==> src/rtl/l1d_mshr_pkg.sv <==
// Shared types and helpers for the L1D miss-status holding register file.
// Optional counters in the top are enabled by defining MSHR_PERF_CNT_EN.
package l1d_mshr_pkg;

  localparam int MSHR_PADDR_W = 22;
  localparam int MSHR_TAG_W = 10;

  typedef enum logic [1:0] {
    FREE      = 2'd0,
    PEND_REQ  = 2'd1,
    WAIT_FILL = 2'd2,
    DRAIN     = 2'd3
  } mshr_state_e;

  typedef struct packed {
    logic [MSHR_PADDR_W-1:0] paddr;
    logic                    we;
    logic [63:0]             data;
    logic [MSHR_TAG_W-1:0]   tag;
  } mshr_target_t;

  function automatic logic [31:0] block_addr(
    input logic [31:0] paddr,
    input int unsigned off_bits
  );
    return paddr >> off_bits;
  endfunction

endpackage

==> src/rtl/l1d_mshr_file_target_fifo.sv <==
// Per-entry FIFO of merged miss targets, replayed in arrival order.
// Synchronous clear empties it; asynchronous reset also empties it.
module mshr_target_fifo #(
  parameter int DEPTH = 4,
  parameter int W = 8
) (
  input  logic                       clk_in,
  input  logic                       rst_n_in,
  input  logic                       clr_in,
  input  logic                       push_in,
  input  logic [W-1:0]               din_in,
  input  logic                       pop_in,
  output logic [W-1:0]               dout_out,
  output logic [$clog2(DEPTH+1)-1:0] count_out,
  output logic                       empty_out,
  output logic                       full_out
);

  localparam int PW = (DEPTH > 1) ? $clog2(DEPTH) : 1;
  localparam int CW = $clog2(DEPTH + 1);

  logic [W-1:0]  mem_q [DEPTH];
  logic [W-1:0]  mem_d [DEPTH];
  logic [PW-1:0] wptr_q, wptr_d;
  logic [PW-1:0] rptr_q, rptr_d;
  logic [CW-1:0] cnt_q, cnt_d;
  logic          do_push, do_pop;

  function automatic logic [PW-1:0] inc(input logic [PW-1:0] p);
    return (p == PW'(DEPTH - 1)) ? '0 : PW'(p + PW'(1));
  endfunction

  assign empty_out = (cnt_q == '0);
  assign full_out  = (cnt_q == CW'(DEPTH));
  assign count_out = cnt_q;
  assign dout_out  = mem_q[rptr_q];
  assign do_push   = push_in && !full_out;
  assign do_pop    = pop_in && !empty_out;

  // Next pointers, count and storage for push/pop/clear.
  always_comb begin
    mem_d  = mem_q;
    wptr_d = wptr_q;
    rptr_d = rptr_q;
    cnt_d  = cnt_q;
    if (clr_in) begin
      wptr_d = '0;
      rptr_d = '0;
      cnt_d  = '0;
    end else begin
      if (do_push) begin
        mem_d[wptr_q] = din_in;
        wptr_d = inc(wptr_q);
      end
      if (do_pop) begin
        rptr_d = inc(rptr_q);
      end
      unique case ({do_push, do_pop})
        2'b10:   cnt_d = cnt_q + CW'(1);
        2'b01:   cnt_d = cnt_q - CW'(1);
        default: cnt_d = cnt_q;
      endcase
    end
  end

  // FIFO state registers.
  always_ff @(posedge clk_in or negedge rst_n_in) begin
    if (!rst_n_in) begin
      for (int i = 0; i < DEPTH; i++) begin
        mem_q[i] <= '0;
      end
      wptr_q <= '0;
      rptr_q <= '0;
      cnt_q  <= '0;
    end else begin
      mem_q  <= mem_d;
      wptr_q <= wptr_d;
      rptr_q <= rptr_d;
      cnt_q  <= cnt_d;
    end
  end

endmodule

==> src/rtl/l1d_mshr_file.sv <==
// Miss-status holding register file: CAM by block, target merge, replay.
// Define MSHR_PERF_CNT_EN to add saturating primary/secondary/stall counters.
module l1d_mshr_file
  import l1d_mshr_pkg::*;
#(
  parameter int N_MSHR = 4,
  parameter int N_TARGETS = 4,
  parameter int B = 64,
  parameter int PADDR_BITS = 22,
  parameter int TAG_BITS = 10
) (
  input  logic                  clk_in,
  input  logic                  rst_N_in,
  input  logic                  alloc_valid_in,
  output logic                  alloc_ready_out,
  input  logic [PADDR_BITS-1:0] alloc_paddr_in,
  input  logic                  alloc_we_in,
  input  logic [63:0]           alloc_data_in,
  input  logic [TAG_BITS-1:0]   alloc_tag_in,
  output logic                  lc_req_valid_out,
  input  logic                  lc_req_ready_in,
  output logic [PADDR_BITS-1:0] lc_req_addr_out,
  input  logic                  fill_valid_in,
  output logic                  fill_ready_out,
  input  logic [PADDR_BITS-1:0] fill_addr_in,
  output logic                  resp_valid_out,
  input  logic                  resp_ready_in,
  output logic [PADDR_BITS-1:0] resp_paddr_out,
  output logic                  resp_we_out,
  output logic [63:0]           resp_data_out,
  output logic [TAG_BITS-1:0]   resp_tag_out,
  output logic                  resp_last_out,
  output logic                  full_out
`ifdef MSHR_PERF_CNT_EN
  ,
  output logic [31:0]           primary_cnt_out,
  output logic [31:0]           secondary_cnt_out,
  output logic [31:0]           stall_cnt_out
`endif
);

  localparam int OFFSET_BITS = $clog2(B);
  localparam int BW = PADDR_BITS - OFFSET_BITS;
  localparam int TW = PADDR_BITS + 1 + 64 + TAG_BITS;
  localparam int CW = $clog2(N_TARGETS + 1);
  localparam int IW = (N_MSHR > 1) ? $clog2(N_MSHR) : 1;

  mshr_state_e st_q [N_MSHR];
  mshr_state_e st_d [N_MSHR];
  logic [BW-1:0] blk_q [N_MSHR];
  logic [BW-1:0] blk_d [N_MSHR];

  logic [N_MSHR-1:0] f_push, f_pop, f_clr;
  logic [N_MSHR-1:0] f_empty, f_full;
  logic [CW-1:0]     f_cnt [N_MSHR];
  logic [TW-1:0]     f_head [N_MSHR];
  logic [TW-1:0]     tgt_in, head;

  logic [BW-1:0] a_blk, f_blk;
  logic          a_hit, free_any, fl_hit, dr_busy;
  logic [IW-1:0] a_idx, free_idx, fl_idx, dr_idx;
  logic          prim, sec, fill_fire;
  logic          rv, resp_fire, resp_last, lc_fire;
  logic          pick_ok;
  logic [IW-1:0] pick_idx;

  logic                  lc_valid_q, lc_valid_d;
  logic [IW-1:0]         lc_idx_q, lc_idx_d;
  logic [PADDR_BITS-1:0] lc_addr_q, lc_addr_d;

  assign a_blk  = BW'(block_addr(32'(alloc_paddr_in), OFFSET_BITS));
  assign f_blk  = BW'(block_addr(32'(fill_addr_in), OFFSET_BITS));
  assign tgt_in = {alloc_paddr_in, alloc_we_in, alloc_data_in, alloc_tag_in};

  // CAM lookups and lowest-index FREE / draining entry search.
  always_comb begin
    a_hit    = 1'b0;
    a_idx    = '0;
    fl_hit   = 1'b0;
    fl_idx   = '0;
    dr_busy  = 1'b0;
    dr_idx   = '0;
    free_any = 1'b0;
    free_idx = '0;
    for (int i = N_MSHR - 1; i >= 0; i--) begin
      if (st_q[i] == FREE) begin
        free_any = 1'b1;
        free_idx = IW'(i);
      end
    end
    for (int i = 0; i < N_MSHR; i++) begin
      if (st_q[i] != FREE && blk_q[i] == a_blk) begin
        a_hit = 1'b1;
        a_idx = IW'(i);
      end
      if (st_q[i] == WAIT_FILL && blk_q[i] == f_blk) begin
        fl_hit = 1'b1;
        fl_idx = IW'(i);
      end
      if (st_q[i] == DRAIN) begin
        dr_busy = 1'b1;
        dr_idx  = IW'(i);
      end
    end
  end

  assign alloc_ready_out = a_hit
    ? (st_q[a_idx] != DRAIN && !f_full[a_idx])
    : free_any;
  assign prim = alloc_valid_in && alloc_ready_out && !a_hit;
  assign sec  = alloc_valid_in && alloc_ready_out && a_hit;

  assign fill_ready_out = !(fl_hit && dr_busy);
  assign fill_fire = fill_valid_in && fill_ready_out && fl_hit;

  assign head      = f_head[dr_idx];
  assign rv        = dr_busy && !f_empty[dr_idx];
  assign resp_fire = rv && resp_ready_in;
  assign resp_last = (f_cnt[dr_idx] == CW'(1));
  assign lc_fire   = lc_valid_q && lc_req_ready_in;

  assign resp_valid_out = rv;
  assign resp_paddr_out = rv ? head[TW-1 -: PADDR_BITS] : '0;
  assign resp_we_out    = rv && head[64 + TAG_BITS];
  assign resp_data_out  = rv ? head[TAG_BITS +: 64] : '0;
  assign resp_tag_out   = rv ? head[TAG_BITS-1:0] : '0;
  assign resp_last_out  = rv && resp_last;
  assign full_out       = !free_any;

  assign lc_req_valid_out = lc_valid_q;
  assign lc_req_addr_out  = lc_addr_q;

  // Entry transitions, FIFO controls and next lower-cache request.
  always_comb begin
    st_d   = st_q;
    blk_d  = blk_q;
    f_push = '0;
    f_pop  = '0;
    f_clr  = '0;
    if (prim) begin
      st_d[free_idx]   = PEND_REQ;
      blk_d[free_idx]  = a_blk;
      f_push[free_idx] = 1'b1;
    end
    if (sec) begin
      f_push[a_idx] = 1'b1;
    end
    if (lc_fire) begin
      st_d[lc_idx_q] = WAIT_FILL;
    end
    if (fill_fire) begin
      st_d[fl_idx] = DRAIN;
    end
    if (resp_fire) begin
      f_pop[dr_idx] = 1'b1;
      if (resp_last) begin
        st_d[dr_idx]  = FREE;
        f_clr[dr_idx] = 1'b1;
      end
    end
    pick_ok  = 1'b0;
    pick_idx = '0;
    if (!lc_valid_q || lc_req_ready_in) begin
      for (int i = N_MSHR - 1; i >= 0; i--) begin
        if ((st_q[i] == PEND_REQ &&
             !(lc_valid_q && lc_idx_q == IW'(i))) ||
            (prim && free_idx == IW'(i))) begin
          pick_ok  = 1'b1;
          pick_idx = IW'(i);
        end
      end
    end
    lc_valid_d = pick_ok || (lc_valid_q && !lc_req_ready_in);
    lc_idx_d   = pick_ok ? pick_idx : lc_idx_q;
    lc_addr_d  = pick_ok
      ? {blk_d[pick_idx], {OFFSET_BITS{1'b0}}}
      : lc_addr_q;
  end

  // Entry state, block tags and request register.
  always_ff @(posedge clk_in or negedge rst_N_in) begin
    if (!rst_N_in) begin
      for (int i = 0; i < N_MSHR; i++) begin
        st_q[i]  <= FREE;
        blk_q[i] <= '0;
      end
      lc_valid_q <= 1'b0;
      lc_idx_q   <= '0;
      lc_addr_q  <= '0;
    end else begin
      st_q       <= st_d;
      blk_q      <= blk_d;
      lc_valid_q <= lc_valid_d;
      lc_idx_q   <= lc_idx_d;
      lc_addr_q  <= lc_addr_d;
    end
  end

  for (genvar g = 0; g < N_MSHR; g++) begin : g_ent
    mshr_target_fifo #(
      .DEPTH(N_TARGETS),
      .W    (TW)
    ) u_fifo (
      .clk_in   (clk_in),
      .rst_n_in (rst_N_in),
      .clr_in   (f_clr[g]),
      .push_in  (f_push[g]),
      .din_in   (tgt_in),
      .pop_in   (f_pop[g]),
      .dout_out (f_head[g]),
      .count_out(f_cnt[g]),
      .empty_out(f_empty[g]),
      .full_out (f_full[g])
    );
  end

`ifdef MSHR_PERF_CNT_EN
  logic [31:0] prim_cnt_q, prim_cnt_d;
  logic [31:0] sec_cnt_q, sec_cnt_d;
  logic [31:0] stall_cnt_q, stall_cnt_d;
  logic        stall;

  assign stall = alloc_valid_in && !alloc_ready_out;

  // Saturating event counters.
  always_comb begin
    prim_cnt_d  = prim_cnt_q;
    sec_cnt_d   = sec_cnt_q;
    stall_cnt_d = stall_cnt_q;
    if (prim && prim_cnt_q != '1) prim_cnt_d = prim_cnt_q + 32'd1;
    if (sec && sec_cnt_q != '1) sec_cnt_d = sec_cnt_q + 32'd1;
    if (stall && stall_cnt_q != '1) stall_cnt_d = stall_cnt_q + 32'd1;
  end

  // Counter registers.
  always_ff @(posedge clk_in or negedge rst_N_in) begin
    if (!rst_N_in) begin
      prim_cnt_q  <= '0;
      sec_cnt_q   <= '0;
      stall_cnt_q <= '0;
    end else begin
      prim_cnt_q  <= prim_cnt_d;
      sec_cnt_q   <= sec_cnt_d;
      stall_cnt_q <= stall_cnt_d;
    end
  end

  assign primary_cnt_out   = prim_cnt_q;
  assign secondary_cnt_out = sec_cnt_q;
  assign stall_cnt_out     = stall_cnt_q;
`endif

endmodule

==> config.mk <==
export PLATFORM = sky130hd
export DESIGN_NAME = l1d_mshr_file
export DESIGN_NICKNAME = d
export VERILOG_FILES = /design/src/rtl/l1d_mshr_pkg.sv /design/src/rtl/l1d_mshr_file_target_fifo.sv /design/src/rtl/l1d_mshr_file.sv
export SDC_FILE = /design/constraint.sdc
export NUM_CORES = 2
export LEC_CHECK = 0
export ABC_AREA = 1
export CORE_ASPECT_RATIO = 1.25
export CORE_UTILIZATION = 30
export DETAILED_ROUTE_END_ITERATION = 10
export GPL_TIMING_DRIVEN = 0
export PLACE_DENSITY = 0.44
export SYNTH_ARGS = -nofsm -noshare
export SYNTH_HDL_FRONTEND = slang
export SYNTH_HIERARCHICAL = 1
export SYNTH_SLANG_ARGS = --single-unit
export TNS_END_PERCENT = 30
==> constraint.sdc <==
create_clock -name clk_in -period 4.8 [get_ports clk_in]
set_clock_uncertainty 0.05 [all_clocks]
set_input_delay 1.44 -clock clk_in [delete_from_list [all_inputs] [get_ports clk_in]]
set_output_delay 1.44 -clock clk_in [all_outputs]
set_load 0.02 [all_outputs]
==> impl_results.md <==
- Setup TNS: -82.9 ps
- RSZ-0062 raised after global routing: true
- Outcome: finished, violations left
- R2R depth: 17
- Worst EP required: 3310 ps
- Post-DP HPWL: 270000 um
- Worst setup EP type: output pin
- Final WS setup: -32.4 ps
- Avg WL per Cell: 28.3 um
- Slew @ Worst Pin: around 1100 ps
- I/O Buffers: 233
- Crit Path Max Fanout: 10
- Initial drt markers: 7274
- R2R setup slack: 150 ps
- P per Cell Area: 628 mW/mm^2
- Synth Register Bits: 1671
- Fmax: 207 MHz
- Bufs on Longest Clock Path: 4
- Root buffer cell: clkbuf_16
- Pleak: 0.0447 uW
- Sequential share of the synthesized area: 0.524
- Die Y: between 500 and 600 um
- Yosys warnings: 6
- Slew margin rel.: 0.275
- Fin area: 0.0982 sq mm
- Synthesized instance count: 9618
- Fin crit period: 4830 ps
- Cell area after synthesis: 0.0798 sq mm
- Setup crit start kind: flip-flop
- Area after DPL: about 0.087 sq mm
- Vias in the first global route: 74.3k
- Vias/cell: 5.39
- RR Endpoint: g_ent[0].u_fifo/mem_q[293]$_DFFE_PN0P_
- CTS H-tree lvls: 4
- Post-Route WL: 391000 um
- Post-Layout Cell Count: 13.8k
- Layout cell share with drive strength beyond 1: 0.148
- Reg clk slew, reported paths: 60 ps
- Fin. Hold Viols: 0
- Placement row count: 211
- GRT Overall Usage: 0.285
- Starting Density: 0.302
- Area grow syn2layout: 23.0%
- Placer Congestion: 0.982
- Clock sinks: approximately 1.7k
- Top_reg_cell synth: dfrtp_1
- Global-route wire length before repair: around 550000 um
- Die width: 463 um
- Antenna-violating nets left: 0
- CTS tree: built
- Commonest non-fill, non-tap cell in the layout: nand2_1
- Drt drc: 0
- Cts bufs inserted: 195
- Vias: about 74k
- Asr flop ratio synth: 1.00
- Core area: 0.264 sq mm
- I/O pins: 250
- DRT Pass-1 Iters: 6
- DP Cell Count: roughly 13k
- Endpoints failing setup: 4
- Maximum VDD drop: 0.343 mV
- Initial antenna violation count: 25
- Setup CP Type: reg -> out
- Area of the die: ~0.27 sq mm
- Worst skew pair latency: 880 ps
- Syn avg cell area: 8.30 sq um
- Overflow after GRT: 0
- Failing checks: setup timing
- Largest net degree at the start of global routing: 162
- Data arrival time of the critical path: 3340 ps
- Pins Over Slew Limit: 0
- Final period util: 1.01
- Max Cap Viol: 0
- Min-delay worst type: in -> async
- Setup slack at placement: -2610 ps
- Commonest non-fill, non-tap cells in the layout: nand2_1 (2117), o21ai_0 (2005), dfrtp_1 (1660)
- EDFF count, synth: 0
- Reg2reg start: st_q[1]$_DFF_PN0_
- Layout Nets: 10.3k
- Unique masters post-synth: 59
-- state kept, by name, summed over array words and instances (netlist names) --
register / count
blk_q: 64
g_ent.u_fifo/rptr_q: 8
lc_req_valid_out: 1
g_ent.u_fifo/wptr_q: 8
lc_idx_q: 2
lc_req_addr_out: 16
g_ent.u_fifo/mem_q: 1552
g_ent.u_fifo/count_out: 12
st_q: 8
-- stage by stage --
stage	util	total power, uW	hold slack (ps)
final	0.371	61700	389
after global routing	0.371	64600	400
after CTS	0.370	61600	363
after detailed placement	0.329	42900	417
after global placement	0.327	42700	410
after floorplan	-	31800	398
-- Yosys cell counts (4+ instances only) --
library cell  count  area (sq um)
nor4_1           19           119
a221oi_1          6          52.6
a2111oi_0         6          52.6
or2_2            13          81.3
o211ai_1          6          45.0
clkbuf_1        300          1130
inv_1           629          2360
o21ai_2          20           175
o2111ai_1         7          61.3
buf_4            43           323
nand3_1         125           626
xnor2_1          17           149
ha_1             19           238
nand2_4          24           270
a21oi_1          16          80.1
nor3_1           24           120
dfrtp_1        1671         41800
or2_1             6          37.5
nand3_2           4          40.0
o22ai_1         408          2550
a211oi_1          4          30.0
buf_2           152           761
nor2_8            5           100
nand4_1          33           206
nand2_1        2152          8080
o21ai_1         459          2300
o21ai_0        2064         10300
nand2_2           4          25.0
inv_2            17          63.8
nand3b_1          7          52.6
nor2_2            9          56.3
a31oi_1          97           607
o21bai_1         95           713
buf_6           195          2200
xor2_1           11          96.3
nor2_1          905          3400
fa_1              4          80.1
clkbuf_2          4          20.0
-- power by group --
| part | internal (uW) | total [uW] | switching (uW) |
|---|---|---|---|
| logic | 9160 | 27000 | 17900 |
| registers | 17600 | 19800 | 2140 |
| clock network | 8580 | 14900 | 6300 |
-- kinds of logic (layout without fill, tap and decap cells) --
| group | after synthesis | in the layout | synth area share |
|---|---|---|---|
| AOI/OAI and AO/OA | 3203 | 3203 | 0.215 |
| xor gates and xnor gates | 28 | 28 | 0.00307 |
| adders and majority gates | 23 | 23 | 0.00398 |
| buffers and inverters | 1344 | 2014 | 0.0860 |
| DFF | 1671 | 1671 | 0.524 |
| other | 1 | 16 | 0.0000470 |
| and+or+nand+nor | 3348 | 3348 | 0.168 |
-- worst max-delay path, cell delays in order, from the launching register on --
cell and delay, ps:
dfrtp_1 390, nand2_4 110, nand2_4 130, nor2_4 80, buf_6 170, a221oi_4 300, nand2_2 160, buf_16 190
buf_16 230, buf_12 190, a31oi_4 250, buf_4 200
-- per-layer routing --
metal	vias up	global-route usage	share of wire
li1	33145	-	-
met1	37476	0.352	0.40
met2	3092	0.467	0.47
met3	774	0.0472	0.066
met4	4	0.169	0.066
met5	-	0	0.000069
-- cell type report --
cell class,count,area (sq um)
Sequential cell,1671,41800
Timing Repair Buffer,355,3860
Multi-Input combinational cell,6608,33500
Buffer,680,5800
Antenna cell,10,25.0
Fill cell,27419,166000
Clock buffer,296,5790
Inverter,647,2560
Clock inverter,36,369
Tap cell,3514,4400
-- worst max path at each step --
stage	from	end	slack (ps)	depth (start not counted)
after floorplan	alloc_paddr_in[14]	alloc_ready_out	380	11
after global placement	rst_N_in	g_ent[1].u_fifo/mem_q[66]$_DFFE_PN0P_	-77960	1
after detailed placement	alloc_paddr_in[6]	alloc_ready_out	-2610	14
after CTS	g_ent[0].u_fifo/rptr_q[0]$_DFFE_PN0P_	resp_data_out[60]	-70	10
after global routing	alloc_paddr_in[8]	alloc_ready_out	-100	16
final	st_q[1]$_DFF_PN0_	resp_data_out[58]	-30	11
-- repair_timing --
item | 4_1_cts | 5_1_grt
resized for setup | 1670 | 97
cloned | 7 | 2
buffers inserted | 89 | 8
hold buffers | 0 | 0
setup endpoints to repair | 1698 | 773
pin swaps | 102 | 38
No activity file was read; power rests on OpenSTA's default activity.
